[src/rtl/neuron_mac_q88.sv]
// Streaming Q8.8 multiply-accumulate neuron stage: N_INPUTS beats plus bias, rescaled and saturated to Q8.8.
// Optional macro NEURON_MAC_ROUND_EN selects round-half-up instead of truncation toward -inf.
module neuron_mac_q88 #(
    parameter int N_INPUTS = 8,
    parameter int ACC_W    = 40,
    parameter int FRAC     = 8
) (
    input  logic               clk,
    input  logic               rst,
    input  logic               in_valid,
    output logic               in_ready,
    input  logic signed [15:0] in_x,
    input  logic signed [15:0] in_w,
    input  logic signed [15:0] bias,
    output logic               out_valid,
    input  logic               out_ready,
    output logic signed [15:0] out_x,
    output logic               out_sat
);

    localparam int CNT_W = (N_INPUTS > 1) ? $clog2(N_INPUTS) : 1;
    localparam logic [CNT_W-1:0] LAST_CNT = CNT_W'(N_INPUTS - 1);
    localparam logic signed [ACC_W-1:0] MAX_POS = ACC_W'(32767);
    localparam logic signed [ACC_W-1:0] MIN_NEG = ACC_W'(-32768);
`ifdef NEURON_MAC_ROUND_EN
    localparam logic signed [ACC_W-1:0] RND = ACC_W'(1) <<< (FRAC - 1);
`else
    localparam logic signed [ACC_W-1:0] RND = '0;
`endif

    typedef enum logic [1:0] {ST_ACCUM, ST_FINAL, ST_OUT} state_t;

    state_t                   state_q, state_d;
    logic signed [ACC_W-1:0]  acc_q, acc_d;
    logic [CNT_W-1:0]         cnt_q, cnt_d;
    logic signed [15:0]       out_x_q, out_x_d;
    logic                     out_sat_q, out_sat_d;
    logic                     out_valid_q, out_valid_d;

    logic signed [31:0]       prod;
    logic signed [ACC_W-1:0]  prod_ext;
    logic signed [ACC_W-1:0]  bias_ext;
    logic signed [ACC_W-1:0]  rounded;
    logic signed [ACC_W-1:0]  shifted;

    always_comb begin
        prod     = in_x * in_w;
        prod_ext = ACC_W'(prod);
        bias_ext = ACC_W'(bias) <<< FRAC;
        rounded  = acc_q + RND;
        shifted  = rounded >>> FRAC;

        state_d     = state_q;
        acc_d       = acc_q;
        cnt_d       = cnt_q;
        out_x_d     = out_x_q;
        out_sat_d   = out_sat_q;
        out_valid_d = out_valid_q;

        case (state_q)
            ST_ACCUM: begin
                if (in_valid) begin
                    // The first beat of a result seeds the accumulator with the bias instead of the old sum.
                    acc_d = (cnt_q == '0) ? (prod_ext + bias_ext) : (acc_q + prod_ext);
                    if (cnt_q == LAST_CNT) begin
                        cnt_d   = '0;
                        state_d = ST_FINAL;
                    end else begin
                        cnt_d = cnt_q + CNT_W'(1);
                    end
                end
            end
            ST_FINAL: begin
                if (shifted > MAX_POS) begin
                    out_x_d   = 16'sh7fff;
                    out_sat_d = 1'b1;
                end else if (shifted < MIN_NEG) begin
                    out_x_d   = 16'sh8000;
                    out_sat_d = 1'b1;
                end else begin
                    out_x_d   = shifted[15:0];
                    out_sat_d = 1'b0;
                end
                out_valid_d = 1'b1;
                state_d     = ST_OUT;
            end
            ST_OUT: begin
                if (out_ready) begin
                    out_valid_d = 1'b0;
                    state_d     = ST_ACCUM;
                end
            end
            default: state_d = ST_ACCUM;
        endcase
    end

    always_ff @(posedge clk) begin
        if (rst) begin
            state_q     <= ST_ACCUM;
            acc_q       <= '0;
            cnt_q       <= '0;
            out_x_q     <= '0;
            out_sat_q   <= 1'b0;
            out_valid_q <= 1'b0;
        end else begin
            state_q     <= state_d;
            acc_q       <= acc_d;
            cnt_q       <= cnt_d;
            out_x_q     <= out_x_d;
            out_sat_q   <= out_sat_d;
            out_valid_q <= out_valid_d;
        end
    end

    assign in_ready  = (state_q == ST_ACCUM);
    assign out_valid = out_valid_q;
    assign out_x     = out_x_q;
    assign out_sat   = out_sat_q;

endmodule

[config.mk]
export PLATFORM = sky130hd
export DESIGN_NAME = neuron_mac_q88
export DESIGN_NICKNAME = d
export VERILOG_FILES = /design/src/rtl/neuron_mac_q88.sv
export SDC_FILE = /design/constraint.sdc
export NUM_CORES = 1
export LEC_CHECK = 0
export CORE_MARGIN = 2
export CORE_UTILIZATION = 55
export CTS_CLUSTER_DIAMETER = 50
export DETAILED_ROUTE_END_ITERATION = 8
export PLACE_DENSITY_LB_ADDON = 0.25
export SLEW_MARGIN = 5
export SYNTH_ARGS = -nofsm -noshare
export SYNTH_HDL_FRONTEND = slang
export SYNTH_SLANG_ARGS = --single-unit
[constraint.sdc]
create_clock -name clk -period 20.3 [get_ports clk]
set_input_delay 4.06 -clock clk [delete_from_list [all_inputs] [get_ports clk]]
set_output_delay 4.06 -clock clk [all_outputs]
set_load 0.05 [all_outputs]
==> results.md <==
- Outcome: finished clean
- Drt pass-1 iters: 7
- Post-Syn Nets: 2,288
- Post-DP HPWL: 30.1 mm
- Share of cells above drive strength 1: 2.11%
- Most common cell after layout, fill and taps aside: inv_1
- Setup TNS: 0 ns
- Die Span X: 172 um
- Die Area: 29,600 sq um
- Clock Skew: 0.0109 ns
- CTS H-tree lvls: 3
- Ports: 71
- Clock transition at path regs: 0.06 ns
- DRC errors left: 0
- CTS tree: done
- Antenna cells: 0
- Total CTS buffers: 9
- Fin crit share: 63.6%
- Count of cell types in the netlist: 62
- Register area share after synthesis: 8.13%
- Tmin final: 12.92 ns
- Post-CTS Setup Inserts: 0
- DR vias: 12,700
- Initial antenna violation count: 0
- Vias in the first global route: 12,800
- Post-CTS Hold Fix Bufs: 0
- Fin. max-slew vios: 0
- Measured slew at the worst slew-check pin: 1.07 ns
- Main flop type after synthesis: dfxtp_1
- Drt wl/cell: 16.8 um
- Critical path's largest stage delay: 0.80 ns
- Crit path kind: primary input to flop
- Total GRT Usage: 26.1%
- Crit path DAT: 13.17 ns
- Routability Congestion: 0.907
- CP Max Fanout: 16
- Fmax: 77.4 MHz
- Largest net degree at the start of global routing: 70
- Ys async rst share: 0%
- Via density: 5.69
- Final ANT Viol Nets: 0
- HP Class: flop to flop
- Post-Synthesis Cells: 1,822
- Ys Warns: 0
- CTS sink cnt: 63
- WP data required: 20.55 ns
- Number of synthesized flops with an enable pin: 0
- Die height: 172 um
- Clock Path Buffers: 2
- Synth Cell Area: 15,500 sq um
- Most frequent cells in the layout: inv_1 (319), fa_1 (264), nand2_1 (197)
- Initial Util: 55.9%
- Post-synthesis register bit count: 63
- Crit end category: flop
- Slowest cell on crit path: clkdlybuf4s50_1
- Nets: 2,313
- Final wirelength: 37.4 mm
- Crit-path most repeated cell: fa_1
- Initial DRC count: 727
- Resize count post-CTS: 0
- Max Cap Violations: 0
- Port bufs: 70
- Syn avg cell area: 8.52 sq um
- Clk Latency, worst-skew pair: 0.34 ns
- Unrepaired setup endpoints after global routing: no
- CTS root buffer: clkbuf_16
- Aggregate global routing overflow: 0
- Total core area: 27,800 sq um
- Slew HR: 28.3%
- Final setup violating endpoints: 0
- First-pass GRT wire length: 61.3 mm
- Crit start category: primary input
- Area growth syn-to-layout: 8.37%
- Final Hold Viols: 0
- Rows: 61
area by class of cell:
type | count | area (sq um)
timing repair buffer | 77 | 753
clock buffer | 12 | 256
clock inverter | 3 | 42.5
inverter | 319 | 1200
multi-input combinational | 1377 | 12800
tap | 378 | 473
fill | 2489 | 11000
sequential | 63 | 1260
flip-flops by register name, indices dropped and copies added (netlist names):
signal     cells
acc_q         40
cnt_q          3
out_sat        1
out_valid      1
out_x         16
state_q        2
synth_stat cells (all sizes together) (4+ instances only):
library cell,instances,area share (%)
o21ai,67,2.2
fa,264,34
or3,6,0.24
a21o,51,2.5
clkbuf,58,1.4
and3,14,0.56
and2,128,5.2
a211oi,14,0.68
nand2b,18,0.73
nand2,197,4.8
nor3,14,0.45
a211o,9,0.51
o21bai,15,0.75
nor2b,12,0.48
ha,150,12
dfxtp,63,8.1
xnor2,55,3.1
nor4,6,0.24
nand3,16,0.52
nor2,78,1.9
a21oi,112,3.6
o211ai,28,1.4
buf,5,0.13
a2111oi,6,0.58
inv,319,7.7
a311oi,12,0.68
xor2,30,1.7
o21a,12,0.58
a31o,4,0.23
nand4,9,0.36
a31oi,11,0.44
cell families after synthesis:
logic type	synth area share, %
compound gates	15.4
xor+xnor	4.80
fa+ha+maj	46.1
buf+inv	9.25
flops	8.13
mux	0.129
simple gates	16.1
stage by stage:
step | worst slack [ns] | cell area (sq um) | cells | hold slack (ns) | utilization, %
6_report | 7.38 | 16800 | 2229 | 0.453 | 60.5
5_1_grt | 6.86 | 16800 | 2229 | 0.487 | 60.5
4_1_cts | 7.47 | 16800 | 2229 | 0.456 | 60.5
3_5_place_dp | 7.18 | 16500 | 2214 | 0.447 | 59.5
3_3_place_gp | 7.19 | 16500 | 2214 | 0.440 | 59.5
2_1_floorplan | 8.67 | 15500 | 1822 | 0.436 | -
final timing paths:
path,cells after the start,endpoint,start,slack (ns)
hold reg to reg,2,out_x[1]$_SDFFE_PP0P_,out_x[1]$_SDFFE_PP0P_,0.45
setup reg to reg,11,acc_q[39]$_SDFFE_PP0P_,acc_q[1]$_SDFFE_PP0P_,17.10
hold / removal,2,out_x[1]$_SDFFE_PP0P_,out_x[1]$_SDFFE_PP0P_,0.45
setup / recovery,32,acc_q[39]$_SDFFE_PP0P_,in_x[5],7.38
critical path: cells and delay by family:
family	cells	cell delay (ns)
buffers and inverters	6	1.06
AO/OA/AOI/OAI	13	2.89
AND/OR/NAND/NOR	3	0.91
XOR/XNOR	2	0.39
adder cells (fa/ha/maj)	8	3.81
per-layer routing:
layer	track usage [%]	share of wire [%]	up-vias
met5	0	0	-
met4	7.89	2.9	0
met3	2.59	4.5	80
met2	47.1	52	339
met1	33.2	41	6343
li1	-	-	5911
Power is not shown: default switching activity piles up to over one toggle a cycle in this logic, so the estimate is an artifact.
